===== src/rtl/pipelined_adder.sv =====
// Pipelined add/subtract unit. Operands are split into STAGE_BITS-wide
// slices; each pipeline stage adds one slice and hands its carry to the
// next stage, so the carry ripples one slice per clock. A global stall
// (result valid but not taken) freezes the whole pipe, bubbles included.

// One slice of the ripple: STAGE_BITS-wide add with carry in/out.
module pipelined_adder_slice #(
    parameter int STAGE_BITS = 4
) (
    input  logic [STAGE_BITS-1:0] a,
    input  logic [STAGE_BITS-1:0] b,
    input  logic                  cin,
    output logic [STAGE_BITS-1:0] s,
    output logic                  cout
);
    logic [STAGE_BITS:0] t;

    // Extend by one bit so the slice carry-out falls out of the add.
    assign t    = {1'b0, a} + {1'b0, b} + {{STAGE_BITS{1'b0}}, cin};
    assign s    = t[STAGE_BITS-1:0];
    assign cout = t[STAGE_BITS];
endmodule

module pipelined_adder #(
    parameter int WIDTH      = 16,
    parameter int STAGE_BITS = 4
) (
    input  logic             clk,
    input  logic             rst,
    input  logic             in_valid,
    output logic             in_ready,
    input  logic [WIDTH-1:0] A,
    input  logic [WIDTH-1:0] B,
    input  logic             C,
    input  logic             SUB,
    output logic             out_valid,
    input  logic             out_ready,
    output logic [WIDTH-1:0] S,
    output logic             CO,
    output logic             OVF
);
    localparam int STAGES = WIDTH / STAGE_BITS;
    localparam int L      = STAGES - 1;

    if ((WIDTH % STAGE_BITS) != 0 || WIDTH < STAGE_BITS) begin : g_bad_cfg
        $error("pipelined_adder: WIDTH must be a non-zero multiple of STAGE_BITS");
    end

    logic                               stall;
    logic                               in_fire;

    // Stage inputs: stage 0 sees the ports, stage k sees register k-1.
    logic [STAGES-1:0]                  vld_in;
    logic [STAGES-1:0][WIDTH-1:0]       a_in, b_in, s_in;
    logic [STAGES-1:0]                  c_in;

    // Per-stage slice results and the sum with that slice filled in.
    logic [STAGES-1:0][STAGE_BITS-1:0]  slice_s;
    logic [STAGES-1:0]                  slice_c;
    logic [STAGES-1:0][WIDTH-1:0]       s_nx;

    // Stage registers; register L is the output register.
    logic [STAGES-1:0]                  vld_pipe;
    logic [STAGES-1:0][WIDTH-1:0]       a_q, b_q, s_q;
    logic [STAGES-1:0]                  c_q;

    // Only the MSBs of the last stage's operands feed OVF; the rest of
    // those bits are carried along because it keeps every stage identical.
    logic                               unused_last;

    assign stall     = vld_pipe[L] & ~out_ready;
    assign in_ready  = ~stall;
    assign in_fire   = in_valid & ~stall;

    // Route ports into stage 0 (with subtract inversion) and each register
    // into the following stage.
    always_comb begin
        vld_in = '0;
        a_in   = '0;
        b_in   = '0;
        s_in   = '0;
        c_in   = '0;
        vld_in[0] = in_fire;
        a_in[0]   = A;
        b_in[0]   = SUB ? ~B : B;
        c_in[0]   = SUB ? ~C : C;
        for (int k = 1; k < STAGES; k++) begin
            vld_in[k] = vld_pipe[k-1];
            a_in[k]   = a_q[k-1];
            b_in[k]   = b_q[k-1];
            s_in[k]   = s_q[k-1];
            c_in[k]   = c_q[k-1];
        end
    end

    for (genvar k = 0; k < STAGES; k++) begin : g_stage
        pipelined_adder_slice #(.STAGE_BITS(STAGE_BITS)) u_slice (
            .a    (a_in[k][k*STAGE_BITS +: STAGE_BITS]),
            .b    (b_in[k][k*STAGE_BITS +: STAGE_BITS]),
            .cin  (c_in[k]),
            .s    (slice_s[k]),
            .cout (slice_c[k])
        );
    end

    // Merge each stage's new slice into the partial sum it carries.
    always_comb begin
        s_nx = s_in;
        for (int k = 0; k < STAGES; k++) begin
            s_nx[k][k*STAGE_BITS +: STAGE_BITS] = slice_s[k];
        end
    end

    // Advance the pipe unless stalled; the output register only takes
    // valid slots so S/CO/OVF stay put across bubbles.
    always_ff @(posedge clk) begin
        if (rst) begin
            vld_pipe <= '0;
            a_q      <= '0;
            b_q      <= '0;
            s_q      <= '0;
            c_q      <= '0;
        end else if (!stall) begin
            for (int k = 0; k < STAGES; k++) begin
                vld_pipe[k] <= vld_in[k];
                if (k < L || vld_in[k]) begin
                    a_q[k] <= a_in[k];
                    b_q[k] <= b_in[k];
                    s_q[k] <= s_nx[k];
                    c_q[k] <= slice_c[k];
                end
            end
        end
    end

    assign out_valid = vld_pipe[L];
    assign S         = s_q[L];
    assign CO        = c_q[L];
    // Carry into the MSB is a^b^s at that bit; overflow when it differs from CO.
    assign OVF       = a_q[L][WIDTH-1] ^ b_q[L][WIDTH-1] ^ s_q[L][WIDTH-1] ^ c_q[L];
    assign unused_last = ^{a_q[L], b_q[L]};
endmodule


===== config.mk =====
export PLATFORM = sky130hd
export DESIGN_NAME = pipelined_adder
export DESIGN_NICKNAME = d
export VERILOG_FILES = /design/src/rtl/pipelined_adder.sv
export SDC_FILE = /design/constraint.sdc
export NUM_CORES = 1
export LEC_CHECK = 0
export ABC_CLOCK_PERIOD_IN_PS = 6000
export CORE_MARGIN = 4
export CORE_UTILIZATION = 59
export DETAILED_ROUTE_END_ITERATION = 10
export HOLD_SLACK_MARGIN = 0.02
export PLACE_DENSITY = 0.85
export REMOVE_ABC_BUFFERS = 1
export SLEW_MARGIN = 30
export SYNTH_ARGS = -nofsm -noshare
export SYNTH_HDL_FRONTEND = slang
export SYNTH_SLANG_ARGS = --single-unit

===== constraint.sdc =====
create_clock -name clk -period 6 [get_ports clk]
set_input_delay 1.2 -clock clk [delete_from_list [all_inputs] [get_ports clk]]
set_output_delay 1.2 -clock clk [all_outputs]
set_load 0.05 [all_outputs]

## Word level (Yosys, flattened, before mapping)

Index checks and enable logic that the tools add are counted.

| storage, ports and cells | value |
|---|---|
| flip-flop bits (word level) | 176 |
| output and inout bits | 20 |
| bits of input ports | 38 |
| logic and storage cells | 35 |

| cells by class | value |
|---|---|
| muxes and demuxes | 2 |
| bitwise logic cells | 9 |
| reductions and logical operators | 1 |
| add/subtract/negate cells | 8 |

Operators by type and width:

| operator | count |
|---|---|
| $add A4 B4 Y5 | 4 |
| $add A5 B1 Y5 | 4 |
| $mux W16 | 1 |
| $not A16 Y16 | 1 |
| $not A1 Y1 | 3 |
| $xor A1 B1 Y1 | 3 |
| $and A1 B1 Y1 | 2 |
| $reduce_and A2 Y1 | 1 |
| $mux W1 | 1 |

## Longest topological paths before layout

Gate-level depths: netlist of the first run.

| depth | value |
|---|---|
| depth in word-level cells | 4 |
| depth in mapped cells | 9 |

## Hierarchy

Synthesis of the first run repeated with hierarchy kept, for this count alone.

| second synthesis, totals | value |
|---|---|
| cells, all modules | 503 |
| area total of the unflattened synthesis | 4251.6 um2 |

By module, submodules not included:

| module | sequential area each (um2) | cells an instance | area an instance (um2) | instances |
|---|---|---|---|---|
| pipelined_adder | 1961.9 | 439 | 3676.0 | 1 |
| pipelined_adder_slice | 0.0 | 16 | 143.9 | 4 |

## Worst setup path before layout of the first run

No wires, ideal clock.

| path | value |
|---|---|
| path type | input -> output |
| start | input port out_ready |
| end | output port in_ready |
| stages | 5 |
| data required time | 4800 ps |
| setup slack | 3073 ps |
| buffers on the path | 3 |
| data arrival time | 1727 ps |
| cell sequence | nor2b_4 -> buf_6 -> inv_2 -> buf_6 -> buf_6 |

| between the ends | value |
|---|---|
| cells in the longest elaborated chain, start to end | 3 |

RTL lines:

| what | RTL line | source |
|---|---|---|
| start: declaration | 37 | `input logic out_ready,` |
| $not A1 Y1 | 71 | `assign stall = vld_pipe[L] & ~out_ready;` |
| $and A1 B1 Y1 | 71 |  |
| $not A1 Y1 (no line) | -- |  |
| end: declaration | 31 | `output logic in_ready,` |

Every way passes these cells.

## Final worst setup path of the first run

Same ends and word-level chain as after synthesis.

==> results.cfg, run 1 <==
[synth]
synth_compound_area_frac = 0.178
synthTopCellsByCount = nand2_1 (114), dfxtp_1 (98), a21oi_1 (79)
synth-seq-area-share = 0.461
syn-cell-area_mm2 = 0.00425
synthMuxAreaShare = 0
synthXorXnorAreaFrac = 0.0494
synthDominantCellAreaShare = 0.461
synth.distinct_cells = 31
synth_top_family_by_area = compound AO/OA/AOI/OAI gates
synthArstFlopShare = 0
yosysWarnings = 0
synth_area_leaders = dfxtp_1 (46%), nand2_1 (10%), a21oi_1 (9.3%)
synth_edf_count = 0
synth_area_per_cell_um2 = 8.54
synthFlopType = dfxtp_1
syn_inst = 498
yosys.area.top_type = dfxtp_1
ys_ff_latch = 98
synth.most_common_cell = nand2_1
synth-simple-area-share = 0.169
synthAdderAreaFrac = 0.0730

[worst_setup_path]
crit_top_cell = clkdlybuf4s50_1
end_kind = output pin
worstPathArrival_ps = 2970
critPathTopFamily = buffers and inverters
critPathKind = in -> out
reg2reg_depth = 3
max_stage_delay_ps = 830
critPathBufInv = 3
worst_path_max_delay_cell = clkdlybuf4s50_1
r2r_end = S[15]
cp-start-kind = input pin
r2r_slack_ps = 3970
path_max_fanout = 32
worstReg2RegStart = vld_pipe[2]
cp.required_ps = 4800
path_cells = clkdlybuf4s50_1 > nor2b_4 > clkinv_2 > clkdlybuf4s50_1

[place]
place_area_mm2 = 0.00473
io_buffers = 57
dpl.hpwl_um = 5290
gp_congestion = 0.782

[cts]
clock_latency_ps = 350
clockRootBuffer = clkbuf_8
hold_buffers = 0
postCtsSetupBuffers = 0
cts_tree = yes
post_cts_resized = 0
cts.htree.levels = 3
numCtsBuffers = 9
path_clk_slew_ps = 80
clk_path_buf_depth = 2
clkSinkCount = 98

[layout]
layout.nets = 588
drive_above_1_share = 0.0412
design_area_mm2 = 0.00491
num_antenna_cells = 0
syn2layout_area_growth_pct = 15.5

[sta]
worst_pin_slew_ps = 867
hold_viol_final = 0
rsz0062_at_grt = false
clock_skew_ps = 5.01
finalSetupTns_ps = 0
setup_viol = 0
min_period_ps = 4170
min_period_over_period = 0.695
max_freq_ghz = 0.240
slew_viol_final = 0
max-slew-margin-rel = 0.421

[min_path]
hp-class = reg -> reg
hold_start = s_in[58]
hold_end = s_in[58]
hold_depth = 2

[power_and_ir_drop]
powerDensity_mw_per_mm2 = 258
p_leak_nw = 1.84
ir_worst_vdd_mv = 0.143
power.total_mw = 1.26

[detailed_routing]
wl_met2_um = 4210
wire_per_inst_um = 12.8
top_layer = met4
m1WireLength_um = 3430
dr.first_iter.drc_count = 163
drc = 0
ant_nets = 0
vias_per_cell = 5.35
dr_total_vias = 3373
wl_met3_um = 277
firstDrtPassIters = 4
wl_um = 8080

[global_route]
grt_overflow = 0
grt_pass1_vias = 3260
grt_pass1_wl_um = 13900
track_usage = 0.198
antenna_found_initial = 0
grt_max_degree = 90

[floorplan]
initial_core_util = 0.616
io_pins = 58
rows = 30
coreArea_mm2 = 0.00691
die_area_mm2 = 0.00863
die_w_um = 92.9
die_y_um = 92.9

[outcome]
status = finished clean

[run]
maxCapViolations = 0
[metrics by stage]
stage	instances	setup WS (ps)	hold WS, ps	util
after detailed placement	615	1830	445	0.685
after CTS	630	1820	457	0.712
after global placement	615	1840	438	0.685
after floorplan	459	1730	426	-
final	630	1830	455	0.711
after global routing	630	1730	472	0.711
[layer usage]
metal  track usage  up-vias
met3        0.0317       13
met5             0        -
met2         0.373       57
met1         0.219     1580
li1              -     1723
met4        0.0830        0
[worst register-to-register path, cell delays in order, from the launching register on]
cell,delay (ps)
dfxtp_1,890
inv_1,560
a2111o_1,430
o211ai_1,80
[power breakdown]
group | leakage, nW | switching, mW | internal [mW]
clock | 0.0962 | 0.207 | 0.201
sequential | 0.804 | 0.0221 | 0.689
combinational | 0.935 | 0.0730 | 0.0724
total | 1.84 | 0.302 | 0.962
[layout make-up]
| type | count | area [um2] |
|---|---|---|
| fill | 563 | 2000 |
| sequential | 98 | 1960 |
| multi-input combinational | 345 | 2000 |
| clock buffer | 12 | 145 |
| inverter | 16 | 61.3 |
| clock inverter | 3 | 40.0 |
| timing repair buffer | 60 | 586 |
| tap | 96 | 120 |
[cell usage in the layout (no fill, tap or decap), types with 5 or more instances in the layout]
cell type        instances
a211oi_1                19
a21oi_1                 79
clkbuf_8                10
clkdlybuf4s50_1         55
dfxtp_1                 98
fa_1                     8
ha_1                    12
inv_1                   15
nand2_1                114
nand3_1                 17
nand3b_1                 5
nor2_1                  21
nor2b_1                  5
o21ai_0                 21
xnor2_1                 17
xor2_1                   7
[worst max path at each step]
stage	start	endpoint	depth (start not counted)
finish	out_ready	in_ready	4
global route	out_ready	in_ready	4
CTS	out_ready	in_ready	4
detailed placement	out_ready	in_ready	4
global placement	out_ready	in_ready	4
floorplan	out_ready	in_ready	2
[registers in the layout, summed over array words and instances (netlist names)]
register  flops
S            16
a_in         24
a_q           1
b_in         24
b_q           1
c_q           4
s_in         24
vld_pipe      4
[cells by family after synthesis]
group	count (synthesis)
flip-flops	98
adder cells (fa/ha/maj)	20
buffers and inverters	55
XOR/XNOR	24
AO/OA/AOI/OAI	131
AND/OR/NAND/NOR	170
(Power assumes the default switching activity.)
==> run 2, diff against run 1 <==
Settings changed: ABC_CLOCK_PERIOD_IN_PS 6000 to 3600, CORE_UTILIZATION 59 to 49, PLACE_DENSITY 0.85 to 0.75.
Clock period 6 ns to 3.6 ns, I/O delays scaled along.
==> run 2 against run 1 <==
Compared with the run above:
- global-route usage down 2.3 points
- non-clock buffer count is 3 higher
- clock power increased by 89%
- sequential cell count stayed put
- core utilization is 11 points lower
- critical endpoint is now OVF
- via count increased by 0.44%
==> results.cfg, run 2 (synthesized netlist as in run 1, its figures left out) <==
[cts]
cts_tree = yes
path_clk_slew_ps = 90
postCtsSetupBuffers = 0
clk_path_buf_depth = 2
hold_buffers = 0
cts.htree.levels = 3
clockRootBuffer = clkbuf_8
clock_latency_ps = 360
post_cts_resized = 0
clkSinkCount = 98
numCtsBuffers = 9

[global_route]
grtUsageMet2 = 0.308
grt_pass1_wl_um = 14600
grt_max_degree = 107
use_met1 = 0.214
met3_usage = 0.0310
grt-busiest-layer = met2
track_usage = 0.175
antenna_found_initial = 0
grt_pass1_vias = 3269
grt_overflow = 0

[floorplan]
rows = 33
initial_core_util = 0.510
io_pins = 58
die_area_mm2 = 0.0102
coreArea_mm2 = 0.00834
die_y_um = 101
die_w_um = 101

[sta]
min_period_over_period = 0.709
max_freq_ghz = 0.392
min_period_ps = 2550
worst_pin_slew_ps = 836
hold-worst-slack_ps = 452
finalSetupTns_ps = 0
max-slew-margin-rel = 0.443
hold_viol_final = 0
slew_viol_final = 0
setup_viol = 0
rsz0062_at_grt = false
fin_ws_ps = 1050
clock_skew_ps = 9.20

[power_and_ir_drop]
ir_worst_vdd_mv = 0.216
p_leak_nw = 1.86
powerDensity_mw_per_mm2 = 442

[worst_setup_path]
worstReg2RegStart = a_in[40]
startpoint = S[15]
cp.required_ps = 2880
end_kind = output pin
worstPathArrival_ps = 1830
critPathKind = reg -> out
reg2reg_depth = 6
cp-start-kind = register
r2r_slack_ps = 1840
path_max_fanout = 3
r2r_end = c_q[2]

[layout]
layout.nets = 591
final_common_cell = nand2_1
fillers = 755
layout_common_cells = nand2_1 (114), dfxtp_1 (98), a21oi_1 (79)
num_antenna_cells = 0
drive_above_1_share = 0.0466
syn2layout_area_growth_pct = 17.2
stdcell_count = 642

[run]
maxCapViolations = 0

[detailed_routing]
wl_um = 8350
ant_nets = 0
drc = 0
wire_per_inst_um = 13.0
dr.first_iter.drc_count = 137
firstDrtPassIters = 4
dr_total_vias = 3388
vias_per_cell = 5.28

[place]
dpl.hpwl_um = 5400
io_buffers = 57
placed_cells = 627
pre_cts_slack_ps = 776
gp_congestion = 0.739

[outcome]
status = finished clean

[min_path]
hold_end = a_in[62]
hold_start = a_in[46]
hold_depth = 2
hp-class = reg -> reg
[run 2: layout make-up]
| class | instances | area (um2) | share of cell area |
|---|---|---|---|
| multi-input cells | 345 | 2000 | 0.401 |
| flip-flops and latches | 98 | 1960 | 0.394 |
| repair buffers | 63 | 614 | 0.123 |
| clock buffers | 13 | 159 | 0.0319 |
| well taps | 105 | 131 | 0.0264 |
| inverters | 16 | 61.3 | 0.0123 |
| clock inverters | 2 | 60.1 | 0.0120 |
[run 2: per-stage QoR]
stage	utilization	power, mW	cell area, um2
6_report	0.598	2.20	4980
5_1_grt	0.598	2.31	4980
4_1_cts	0.597	2.22	4980
3_5_place_dp	0.571	1.46	4760
3_3_place_gp	0.571	1.45	4760
2_1_floorplan	-	1.35	4020
[run 2: power breakdown]
group | internal [mW] | switching (mW) | total [mW]
Combinational | 0.123 | 0.126 | 0.249
Clock | 0.427 | 0.346 | 0.773
Sequential | 1.15 | 0.0344 | 1.18
Total | 1.70 | 0.507 | 2.20
[run 2: routing by layer]
layer | part of all wire | wire length [um] | up-vias
li1 | - | - | 1728
met1 | 0.44 | 3690 | 1589
met2 | 0.50 | 4160 | 59
met3 | 0.043 | 356 | 12
met4 | 0.017 | 140 | 0
met5 | 0 | 0 | -
[run 2: worst max-delay path by stage]
stage	slack (ps)	cells after the start	to
4_1_cts	1020	3	OVF
5_1_grt	930	3	OVF
3_5_place_dp	780	9	s_in[18]
6_report	1050	3	OVF
3_3_place_gp	850	9	c_q[0]
2_1_floorplan	250	2	in_ready
[run 2: worst max-delay path, stage by stage (launching register included)]
cell	delay (ps)
dfxtp_1	380
xnor2_1	150
xnor2_1	130
clkdlybuf4s50_1	810
==> run 3, diff against run 2 <==
Settings changed: ABC_CLOCK_PERIOD_IN_PS 3600 to 2400, CORE_UTILIZATION 49 to 54, PLACE_DENSITY 0.75 to 0.79.
Clock period 3.6 ns to 2.4 ns, I/O delays scaled along.
==> run 3 against run 2 <==
Compared with the run above:
- wire length down 5.5%
- largest cell class unchanged
- critical endpoint unchanged
- cell count rose by 0.16%
- critical path type unchanged
- register-to-register slack worse by 1200 ps
- clock skew grew 0.64 ps
==> results.cfg, run 3 (synthesized netlist as in run 1, its figures left out) <==
[outcome]
status = finished clean

[detailed_routing]
wl_um = 7900
m1WireLength_um = 3580
drc = 0
dr.first_iter.drc_count = 121
wl_met3_um = 216
firstDrtPassIters = 4
wl_met2_um = 3960
dr_total_vias = 3290
top_layer = met4
vias_per_cell = 5.12
ant_nets = 0
wire_per_inst_um = 12.3

[floorplan]
io_pins = 58
die_area_mm2 = 0.00936
die_y_um = 96.7
coreArea_mm2 = 0.00769
die_w_um = 96.7
rows = 32
initial_core_util = 0.553

[worst_setup_path]
max_stage_delay_ps = 810
cp.required_ps = 1920
path_cells = xnor2_1 > xnor2_1 > clkdlybuf4s50_1
path_max_fanout = 3
worstPathArrival_ps = 1850
worstReg2RegStart = a_in[40]
critPathKind = reg -> out
r2r_slack_ps = 640
end_kind = output pin
cp-start-kind = register
worst_path_max_delay_cell = clkdlybuf4s50_1
startpoint = S[15]
crit_top_cell = xnor2_1

[sta]
hold-worst-slack_ps = 454
min_period_over_period = 0.972
max_freq_ghz = 0.429
worst_pin_slew_ps = 687
min_period_ps = 2330
clock_skew_ps = 9.85
slew_viol_final = 0
max-slew-margin-rel = 0.542
fin_ws_ps = 68.1
setup_viol = 0
rsz0062_at_grt = false
hold_viol_final = 0

[power_and_ir_drop]
ir_worst_vdd_mv = 0.343
p_leak_nw = 1.87
power.total_mw = 3.16
powerDensity_mw_per_mm2 = 633

[cts]
cts_tree = yes
clockRootBuffer = clkbuf_8
numCtsBuffers = 9
cts.htree.levels = 3
postCtsSetupBuffers = 0
clk_path_buf_depth = 2
clock_latency_ps = 350
post_cts_resized = 0
path_clk_slew_ps = 90
hold_buffers = 0
clkSinkCount = 98

[layout]
layout.nets = 594
stdcell_count = 643
fin_util = 0.649
layout_common_cells = nand2_1 (114), dfxtp_1 (98), a21oi_1 (79)
fillers = 655
syn2layout_area_growth_pct = 17.4
final_common_cell = nand2_1
num_antenna_cells = 0
drive_above_1_share = 0.0573

[place]
gp_congestion = 0.833
pre_cts_slack_ps = -111
dpl.hpwl_um = 5110
placed_cells = 627
io_buffers = 57

[global_route]
grt_overflow = 0
track_usage = 0.167
grt_max_degree = 90
antenna_found_initial = 0
grt_pass1_wl_um = 13300
grt_pass1_vias = 3139

[min_path]
hp-class = reg -> reg
hold_start = s_in[32]

[run]
maxCapViolations = 0
==> run 3: changes by cell type in the layout (fill, tap and decap cells not counted), sizes merged <==
| cell | previous run | this run |
|---|---|---|
| buf | 8 | 11 |
| clkinv | 1 | 3 |
| clkbuf | 13 | 12 |
| inv | 15 | 16 |
| clkinvlp | 0 | 1 |
| bufinv | 2 | 0 |
==> run 3: worst max-delay path, delay by kind of cell, from the launching register on <==
kind | cells | cell delay, ps
xor+xnor | 2 | 280
flops | 1 | 400
buf+inv | 1 | 810
==> run 3: final cells by class <==
| class | count | area [um2] | area share |
|---|---|---|---|
| Sequential cell | 98 | 1960 | 0.393 |
| Inverter | 16 | 61.3 | 0.0123 |
| Clock buffer | 12 | 165 | 0.0331 |
| Timing Repair Buffer | 66 | 646 | 0.129 |
| Multi-Input combinational cell | 345 | 2000 | 0.400 |
| Tap cell | 102 | 128 | 0.0256 |
| Clock inverter | 4 | 33.8 | 0.00677 |
==> run 3: worst paths after layout <==
path | end | cells past startpoint
worst max-delay path | OVF | 3
worst min-delay path | s_in[32] | 2
worst max register to register | s_in[58] | 6
worst min register to register | s_in[32] | 2
==> run 3: report_power, final <==
group | internal, mW | total [mW] | switching, mW
Sequential | 1.72 | 1.77 | 0.0492
Combinational | 0.187 | 0.374 | 0.188
Clock | 0.469 | 1.01 | 0.545
==> run 3: per-stage QoR <==
stage | instance area, um2 | setup TNS (ps)
floorplan | 4020 | -65660
global placement | 4790 | -10.1
detailed placement | 4790 | -314
CTS | 4990 | 0
global route | 4990 | 0
finish | 4990 | 0
==> run 3: metal layers <==
layer	vias up	global-route usage
li1	1735	-
met3	12	0.0216
met2	46	0.304
met5	-	0
met4	0	0.0659
met1	1497	0.199
